==> src/rtl/range_session_scheduler.sv <==
// range_session_scheduler
//
// Shares one range-finder datapath between NREQ requesters. Sessions are
// granted round-robin. The grantee's samples are forwarded to the datapath as
// go / data / finish. The range is captured RESULT_LAT cycles after finish and
// returned tagged with the requester ID. A datapath error, an idle timeout or
// a requester dropping its request aborts the session. The datapath is then
// cleared with a one-cycle pulse and the abort is reported.
//
// Ports
//   clock, reset        clock; asynchronous active-low reset
//   req                 per-requester session request (level)
//   req_data            per-requester sample, slice i = [i*WIDTH +: WIDTH]
//   req_valid/req_last  per-requester sample valid / final-sample marker
//   grant               one-hot current owner (zero when none)
//   req_ready           sample accepted this cycle (grantee only, in STREAM)
//   rf_data/rf_go/rf_finish/rf_clear   registered datapath controls
//   rf_range/rf_error   datapath result and error flag
//   done/done_id/done_range/done_err   one-cycle result report
module range_session_scheduler #(
  parameter int WIDTH      = 16,
  parameter int NREQ       = 4,
  parameter int RESULT_LAT = 2,
  parameter int TIMEOUT    = 64
) (
  input  logic                      clock,
  input  logic                      reset,
  input  logic [NREQ-1:0]           req,
  input  logic [NREQ*WIDTH-1:0]     req_data,
  input  logic [NREQ-1:0]           req_valid,
  input  logic [NREQ-1:0]           req_last,
  output logic [NREQ-1:0]           grant,
  output logic [NREQ-1:0]           req_ready,
  output logic [WIDTH-1:0]          rf_data,
  output logic                      rf_go,
  output logic                      rf_finish,
  output logic                      rf_clear,
  input  logic [WIDTH-1:0]          rf_range,
  input  logic                      rf_error,
  output logic                      done,
  output logic [$clog2(NREQ)-1:0]   done_id,
  output logic [WIDTH-1:0]          done_range,
  output logic [1:0]                done_err
);

  localparam int IDW = $clog2(NREQ);
  localparam int TW  = $clog2(TIMEOUT + 1);
  localparam int LW  = $clog2(RESULT_LAT + 1);

  localparam logic [TW-1:0] IDLE_LAST = TW'(TIMEOUT - 1);
  localparam logic [LW-1:0] LAT_INIT  = LW'(RESULT_LAT);
  localparam logic [1:0]    ERR_OK    = 2'b00;
  localparam logic [1:0]    ERR_DP    = 2'b01;
  localparam logic [1:0]    ERR_TO    = 2'b10;

  typedef enum logic [2:0] {IDLE, STREAM, FIN, WAIT, REPORT, RECOVER} state_t;

  state_t            state, state_n;
  logic [IDW-1:0]    gidx, gidx_n;
  logic [IDW-1:0]    ptr, ptr_n;
  logic              first, first_n;
  logic [TW-1:0]     idle_cnt, idle_n;
  logic [LW-1:0]     lat_cnt, lat_n;
  logic [1:0]        err_code, err_n;
  logic [NREQ-1:0]   grant_n;
  logic [WIDTH-1:0]  rf_data_n;
  logic              go_n, fin_n, clr_n;
  logic              done_n;
  logic [IDW-1:0]    done_id_n;
  logic [WIDTH-1:0]  done_range_n;
  logic [1:0]        done_err_n;

  logic [IDW:0]      sel;
  logic [IDW-1:0]    sel_idx;
  logic              beat;
  logic [WIDTH-1:0]  sample;

  // First requester at or after the pointer, wrapping. Scanning from the
  // farthest offset down lets the nearest set bit win. MSB = found.
  function automatic logic [IDW:0] pick(input logic [NREQ-1:0] r,
                                        input logic [IDW-1:0] p);
    logic [IDW:0] res;
    int idx;
    res = '0;
    for (int i = NREQ - 1; i >= 0; i--) begin
      idx = (int'(p) + i) % NREQ;
      if (r[idx]) res = {1'b1, IDW'(idx)};
    end
    return res;
  endfunction

  always_comb begin
    sel     = pick(req, ptr);
    sel_idx = sel[IDW-1:0];
    sample  = req_data[gidx*WIDTH +: WIDTH];

    req_ready = '0;
    if (state == STREAM && req[gidx]) req_ready = grant;
    beat = req_ready[gidx] & req_valid[gidx];

    state_n      = state;
    gidx_n       = gidx;
    ptr_n        = ptr;
    first_n      = first;
    idle_n       = idle_cnt;
    lat_n        = lat_cnt;
    err_n        = err_code;
    grant_n      = grant;
    rf_data_n    = rf_data;
    go_n         = 1'b0;
    fin_n        = 1'b0;
    clr_n        = 1'b0;
    done_n       = 1'b0;
    done_id_n    = done_id;
    done_range_n = done_range;
    done_err_n   = done_err;

    case (state)
      IDLE: begin
        if (sel[IDW]) begin
          gidx_n  = sel_idx;
          grant_n = NREQ'(1) << sel_idx;
          ptr_n   = (sel_idx == IDW'(NREQ - 1)) ? '0 : sel_idx + 1'b1;
          first_n = 1'b1;
          idle_n  = '0;
          state_n = STREAM;
        end
      end
      STREAM: begin
        if (rf_error) begin
          err_n   = ERR_DP;
          clr_n   = 1'b1;
          state_n = RECOVER;
        end else if (!req[gidx]) begin
          // Requester gave up: handled exactly like a timeout.
          err_n   = ERR_TO;
          clr_n   = 1'b1;
          state_n = RECOVER;
        end else if (beat) begin
          rf_data_n = sample;
          go_n      = first;
          first_n   = 1'b0;
          idle_n    = '0;
          if (req_last[gidx]) begin
            // A single-beat session spends this cycle on go, so finish is
            // deferred to a second FIN cycle.
            fin_n   = ~first;
            state_n = FIN;
          end
        end else if (idle_cnt == IDLE_LAST) begin
          err_n   = ERR_TO;
          clr_n   = 1'b1;
          state_n = RECOVER;
        end else begin
          idle_n = idle_cnt + 1'b1;
        end
      end
      FIN: begin
        if (rf_error) begin
          err_n   = ERR_DP;
          clr_n   = 1'b1;
          state_n = RECOVER;
        end else if (rf_finish) begin
          lat_n   = LAT_INIT;
          state_n = WAIT;
        end else begin
          fin_n = 1'b1;
        end
      end
      WAIT: begin
        if (rf_error) begin
          err_n   = ERR_DP;
          clr_n   = 1'b1;
          state_n = RECOVER;
        end else if (lat_cnt <= LW'(1)) begin
          // Counter reaches zero on this cycle: range is valid now.
          done_n       = 1'b1;
          done_id_n    = gidx;
          done_range_n = rf_range;
          done_err_n   = ERR_OK;
          state_n      = REPORT;
        end else begin
          lat_n = lat_cnt - 1'b1;
        end
      end
      REPORT: begin
        grant_n = '0;
        state_n = IDLE;
      end
      RECOVER: begin
        done_n       = 1'b1;
        done_id_n    = gidx;
        done_range_n = '0;
        done_err_n   = err_code;
        state_n      = REPORT;
      end
      default: state_n = IDLE;
    endcase
  end

  always_ff @(posedge clock or negedge reset) begin
    if (!reset) begin
      state      <= IDLE;
      gidx       <= '0;
      ptr        <= '0;
      first      <= 1'b0;
      idle_cnt   <= '0;
      lat_cnt    <= '0;
      err_code   <= ERR_OK;
      grant      <= '0;
      rf_data    <= '0;
      rf_go      <= 1'b0;
      rf_finish  <= 1'b0;
      rf_clear   <= 1'b0;
      done       <= 1'b0;
      done_id    <= '0;
      done_range <= '0;
      done_err   <= ERR_OK;
    end else begin
      state      <= state_n;
      gidx       <= gidx_n;
      ptr        <= ptr_n;
      first      <= first_n;
      idle_cnt   <= idle_n;
      lat_cnt    <= lat_n;
      err_code   <= err_n;
      grant      <= grant_n;
      rf_data    <= rf_data_n;
      rf_go      <= go_n;
      rf_finish  <= fin_n;
      rf_clear   <= clr_n;
      done       <= done_n;
      done_id    <= done_id_n;
      done_range <= done_range_n;
      done_err   <= done_err_n;
    end
  end

endmodule

==> config.mk <==
export PLATFORM = sky130hd
export DESIGN_NAME = range_session_scheduler
export DESIGN_NICKNAME = d
export VERILOG_FILES = /design/src/rtl/range_session_scheduler.sv
export SDC_FILE = /design/constraint.sdc
export NUM_CORES = 1
export LEC_CHECK = 0
export CORE_AREA = 2 2 116 85
export DETAILED_ROUTE_END_ITERATION = 10
export DIE_AREA = 0 0 118 87
export GPL_TIMING_DRIVEN = 0
export PLACE_DENSITY = 0.82
export SLEW_MARGIN = 5
export SYNTH_ARGS = -nofsm -noshare
export SYNTH_HDL_FRONTEND = slang
export SYNTH_SLANG_ARGS = --single-unit
==> constraint.sdc <==
create_clock -name clock -period 4.9 [get_ports clock]
set_input_delay 0.735 -clock clock [delete_from_list [all_inputs] [get_ports clock]]
set_output_delay 0.735 -clock clock [all_outputs]
set_load 0.01 [all_outputs]
==> metrics.md, run 1 <==
| Metric | Value |
|---|---|
| Status | completed |
| Final WL | 8.83 mm |
| RSZ-0062 raised after global routing | no |
| FP Rows | 30 |
| CTS Hold Bufs | 0 |
| GRT Total Usage | 0.178 |
| Mapped cell area | 0.00330 mm² |
| Fraction of layout cells with a size suffix above 1 | 0.145 |
| Full die area | 0.0103 mm² |
| Final Max Slew Viols | 0 |
| Clk_lat worst skew | 320 ps |
| Via count | 2,968 |
| Main synth FF type | dfrtp_1 |
| Antenna violations before repair | 0 |
| Power per cell area | 543 mW/mm² |
| Die height | 87 µm |
| Detailed Routing Iterations Pass 1 | 6 |
| M1 wire length | 3.52 mm |
| Core region area | 0.00927 mm² |
| Die W | 118 µm |
| Top routing layer used | met4 |
| Clock power share | 0.225 |
| NumNets Final | 550 |
| Routed wire per std cell | 15.2 µm |
| Synth-to-layout area growth | 56.9% |
| Share of flip-flops with an asynchronous set or reset | 1.00 |
| Period utilisation layout | 0.671 |
| Placer Congestion | 0.756 |
| Leak pwr | 0.00217 µW |
| CTS Buf Count | 9 |
| HPWL after detailed placement | 6.83 mm |
| Clock buffer depth | 2 |
| Setup TNS Final | 0 ps |
| # Post-CTS Setup Buffers | 0 |
| Psw | 971 µW |
| Internal power | 1840 µW |
| Yosys top cell by area | dfrtp_1 |
| Cts repair resizes | 0 |
| Antenna viol nets, final | 0 |
| Yosys cell types | 46 |
| FMAX | 304 MHz |
| Global route overflow | 0 |
| Setup violations, final | 0 |
| Largest net degree at the start of global routing | 64 |
| Setup WS pre-CTS | 1630 ps |
| Number of synthesized flops with an enable pin | 0 |
| Post-synth net total | 397 |
| Sink Count | 63 |
| First-pass GRT wire length | 14.5 mm |
| Post-synthesis register bit count | 63 |
| Largest cells by area after synthesis | dfrtp_1 (48%), mux4_2 (12%), mux2_2 (6.5%) |
| # diodes | 0 |
| Post-layout min period | 3290 ps |
| DR DRC count | 0 |
| Boundary Pins | 143 |
| Max Clock Skew | 3.80 ps |
| Vias per cell | 5.10 |
| Placed Instances | 566 |
| CP required | 4160 ps |
| CP Max Fanout | 7 |
| Met3 wire len | 621 µm |
| Met2 Wirelength | 4.58 mm |
| Peak supply drop | 0.000202 V |
| Post-synth top area share | 0.478 |
| Fillers | 811 |
| Most common cell after layout, fill and taps aside | clkdlybuf4s50_1 |
| Critical setup path kind | in2out |
| Relative slew margins | 0.266 |
| DRT iter0 DRCs | 117 |
| Power share of the combinational group | 0.468 |
| Register share of total power | 0.308 |
| H-tree depth | 3 |
| Final hold violation count | 0 |
| Syn_area_per_cell | 11.2 µm² |
| WP data arrival | 2550 ps |
| Clock slew at reported path FFs | 50 ps |
| Synth Instances | 296 |
| Sequential share of the synthesized area | 0.478 |
| Switch share | 0.345 |
| Startpoint types | input port |
| CTS tree | yes |
| MaxCap Viol Count | 0 |
| Starting Density | 0.356 |
| Final setup margin | 1610 ps |
| Yosys warning total | 0 |
| Post-Layout Cell Count | 582 |
| Hold crit path type | reg2reg |
| Vias in the first global route | 3,090 |
| Commonest cells after routing, fill and taps aside | clkdlybuf4s50_1 (141), dfrtp_1 (63), nand2_1 (52) |
| Root buffer cell | clkbuf_16 |
| IO buf count | 142 |
| Worst-Margin Slew | 1090 ps |
| CP endpoint kind | output port |
per-stage QoR:
| step | instance area [µm²] | total power (µW) | hold slack, ps | util |
|---|---|---|---|---|
| 2_1_floorplan | 3300 | 1590 | 439 | - |
| 3_3_place_gp | 4880 | 2150 | 464 | 0.527 |
| 3_5_place_dp | 4880 | 2200 | 473 | 0.526 |
| 4_1_cts | 5180 | 2850 | 485 | 0.559 |
| 5_1_grt | 5180 | 3000 | 512 | 0.559 |
| 6_report | 5180 | 2810 | 481 | 0.559 |
Yosys cell counts (all sizes together), types with 2 or more instances:
master	count
dfrtp	63
nand2	52
o21ai	35
mux2	19
mux4	18
a21oi	10
clkbuf	9
inv	9
buf	7
ha	6
nor2	6
nor3	5
a22oi	4
and3	4
o31ai	4
or3	4
nand3	3
nor3b	3
a31oi	2
a32o	2
mux2i	2
nand2b	2
nand4	2
nand4b	2
nor2b	2
o21a	2
o32a	2
or3b	2
layer usage:
metal,vias up,GRT usage
li1,1399,-
met1,1446,0.205
met2,115,0.322
met3,8,0.0589
met4,0,0.0526
met5,-,0
layout make-up:
class,instances,area (µm²),area share
inverters,9,33.8,0.00652
plain buffers,16,80.1,0.0155
multi-input cells,208,1610,0.311
well taps,128,160,0.0309
clock inverters,6,60.1,0.0116
flip-flops and latches,63,1580,0.304
clock buffers,10,239,0.0461
repair buffers,142,1420,0.274
power by group through the flow:
stage / logic, µW / clock network (µW) / registers, µW
after floorplan: 664 / 0 / 926
after global placement: 1290 / 0 / 863
after detailed placement: 1330 / 0 / 876
after CTS: 1340 / 643 / 869
after global routing: 1440 / 668 / 898
final: 1320 / 632 / 866
critical path, cell delays in order:
cell	delay, ps
clkdlybuf4s50_1	500
mux4_2	590
and3_1	240
clkdlybuf4s50_1	480
worst paths after layout:
kind	cells after the start	to	startpoint	slack (ps)
hold reg to reg	2	done_range[7]	done_range[7]	480
setup reg to reg	6	state[0]	state[1]	2300
min in group asynchronous	1	idle_cnt[4]	reset	490
setup / recovery	4	req_ready[1]	req[3]	1610
max in group asynchronous	1	gidx[1]	reset	3880
hold / removal	2	done_range[7]	done_range[7]	480
sequential cells by signal, summed over array words and instances (netlist names):
register and flops:
rf_go 1, done_id 2, grant 4, done_range 16, rf_data 16, ptr 2
done 1, done_err 2, lat_cnt 2, gidx 2, err_code 2, state 3
first 1, rf_clear 1, idle_cnt 7, rf_finish 1
kinds of logic (layout without fill, tap and decap cells):
family	after synthesis	count (layout)	share of synthesized area
simple gates	95	95	0.142
compound gates	68	68	0.129
flops	63	63	0.478
mux	39	39	0.194
buf+inv	25	183	0.0345
fa+ha+maj	6	6	0.0227
Power figures use the tool's default switching activity.
==> inputs of run 2 (changes only) <==
clock period = 3.2 ns   (was 4.9 ns; I/O delays follow)
==> results of run 2 <==
Same layout as run 1 (identical final DEF). Status: completed.
Main changes from that run: setup slack after placement 1630 ps -> 350 ps; setup slack after layout 1610 ps -> 361 ps; hold slack 481 ps -> 234 ps; start point of the critical path req[3] -> state[1]; register-to-register setup slack 2300 ps -> 600 ps; total power 2810 µW -> 4310 µW; worst IR drop on VDD 0.000202 V -> 0.000310 V
==> inputs of run 3 (changes only) <==
CELL_PAD_IN_SITES_DETAIL_PLACEMENT = 0   (was default)
CELL_PAD_IN_SITES_GLOBAL_PLACEMENT = 2   (was default)
CORE_AREA = 2 2 141 102   (was 2 2 116 85)
DIE_AREA = 0 0 143 104   (was 0 0 118 87)
GPL_TIMING_DRIVEN = default   (was 0)
PLACE_DENSITY = 0.9   (was 0.82)
==> run 3 against run 2 <==
Against the previous run: setup slack better by 110 ps; largest power group unchanged; critical path depth unchanged; maximum frequency up 4.0%; sequential power up 3%.
==> metrics.md, run 3 (synthesis gave the netlist of run 1 again) <==
| Metric | Value |
|---|---|
| Status | completed |
| Cts repair resizes | 0 |
| Core region area | 0.0136 mm² |
| H-tree depth | 3 |
| CTS Buf Count | 9 |
| Full die area | 0.0149 mm² |
| HPWL after detailed placement | 7.02 mm |
| FP Rows | 36 |
| Final WL | 9.37 mm |
| Peak supply drop | 0.000228 V |
| Placed Instances | 618 |
| Antenna violations before repair | 0 |
| CP Max Fanout | 7 |
| CP endpoint kind | output port |
| Starting Density | 0.243 |
| WP data arrival | 2250 ps |
| Global route overflow | 0 |
| R2r startpoint | state[2] |
| CTS tree | yes |
| Final hold violation count | 0 |
| Root buffer cell | clkbuf_16 |
| Antenna viol nets, final | 0 |
| First-pass GRT wire length | 15.2 mm |
| Die height | 104 µm |
| Via count | 2,883 |
| FMAX | 366 MHz |
| IO buf count | 142 |
| RR Endpoint | idle_cnt[5] |
| MaxCap Viol Count | 0 |
| Startpoint types | input port |
| Most common cell after layout, fill and taps aside | clkdlybuf4s50_1 |
| Clock buffer depth | 2 |
| Placer Congestion | 0.719 |
| Leak pwr | 0.00216 µW |
| Die W | 143 µm |
| Largest regs | done_range: 16 flops, rf_data: 16 flops, idle_cnt: 7 flops |
| Detailed Routing Iterations Pass 1 | 4 |
| Relative slew margins | 0.249 |
| NumNets Final | 540 |
| Clk_lat worst skew | 330 ps |
| Vias per cell | 4.55 |
| Boundary Pins | 143 |
| Reg2Reg Setup Slack | 810 ps |
| Clock slew at reported path FFs | 50 ps |
| Post-layout min period | 2730 ps |
| Worst-Margin Slew | 1120 ps |
| Setup TNS Final | 0 ps |
| Vias in the first global route | 3,021 |
| DR DRC count | 0 |
| Post-Layout Cell Count | 634 |
| # Post-CTS Setup Buffers | 0 |
| Routed wire per std cell | 14.8 µm |
| Critical setup path kind | in2out |
| CP required | 2720 ps |
| Commonest cells after routing, fill and taps aside | clkdlybuf4s50_1 (141), dfrtp_1 (63), nand2_1 (52) |
| Hold crit path type | in2async |
| Fraction of layout cells with a size suffix above 1 | 0.149 |
| Final Max Slew Viols | 0 |
| Max Clock Skew | 4.17 ps |
| Largest net degree at the start of global routing | 64 |
| Synth-to-layout area growth | 58.5% |
| DRT iter0 DRCs | 101 |
| Reg2reg path depth | 5 |
| Setup violations, final | 0 |
| RSZ-0062 raised after global routing | no |
| Sink Count | 63 |
| CTS Hold Bufs | 0 |
| Power per cell area | 823 mW/mm² |
| Period utilisation layout | 0.853 |
| # diodes | 0 |
| Pwr Total | 4310 µW |
| GRT Total Usage | 0.130 |
[run 3: cell types whose count changed in the layout (fill, tap and decap cells not counted), sizes merged]
cell,delta
clkbuf,-6
clkinvlp,-2
buf,-1
clkinv,-1
[run 3: per-layer routing]
metal	share of wire	track usage
met1	0.44	0.162
met2	0.49	0.212
met3	0.075	0.0451
met4	0.0029	0.0382
met5	0	0
[run 3: metrics by stage]
step / setup WS (ps) / utilization / hold slack, ps / instance area (µm²)
detailed placement: 480 / 0.363 / 470 / 4920
CTS: 483 / 0.386 / 373 / 5230
floorplan: 981 / - / 184 / 3300
global placement: 508 / 0.363 / 462 / 4920
global route: 430 / 0.386 / 420 / 5230
finish: 470 / 0.386 / 343 / 5230
[run 3: area by class of cell]
type	instances	area (µm²)
Clock buffer	13	270
Sequential cell	63	1580
Inverter	9	33.8
Fill cell	1335	8330
Multi-Input combinational cell	208	1610
Timing Repair Buffer	148	1460
Tap cell	190	238
Clock inverter	3	40.0
[run 3: where the power goes]
group	total (µW)	internal [µW]	leakage, µW	switching (µW)
clock	994	663	0.000156	331
sequential	1370	1120	0.000819	249
combinational	1940	1060	0.00119	882
[run 3: worst max path at each step]
stage                         from           end  slack (ps)  cells after the start
after CTS                   req[3]  req_ready[3]         480                      4
after global routing        req[3]  req_ready[1]         430                      4
after detailed placement    req[3]  req_ready[3]         480                      4
after global placement      req[3]  req_ready[2]         510                      4
after floorplan           state[0]   idle_cnt[5]         980                      7
final                       req[3]  req_ready[3]         470                      4
[run 3: critical path, cell delays in order]
cell and delay, ps:
clkdlybuf4s50_1 500, mux4_2 590, and3_1 210, clkdlybuf4s50_1 470
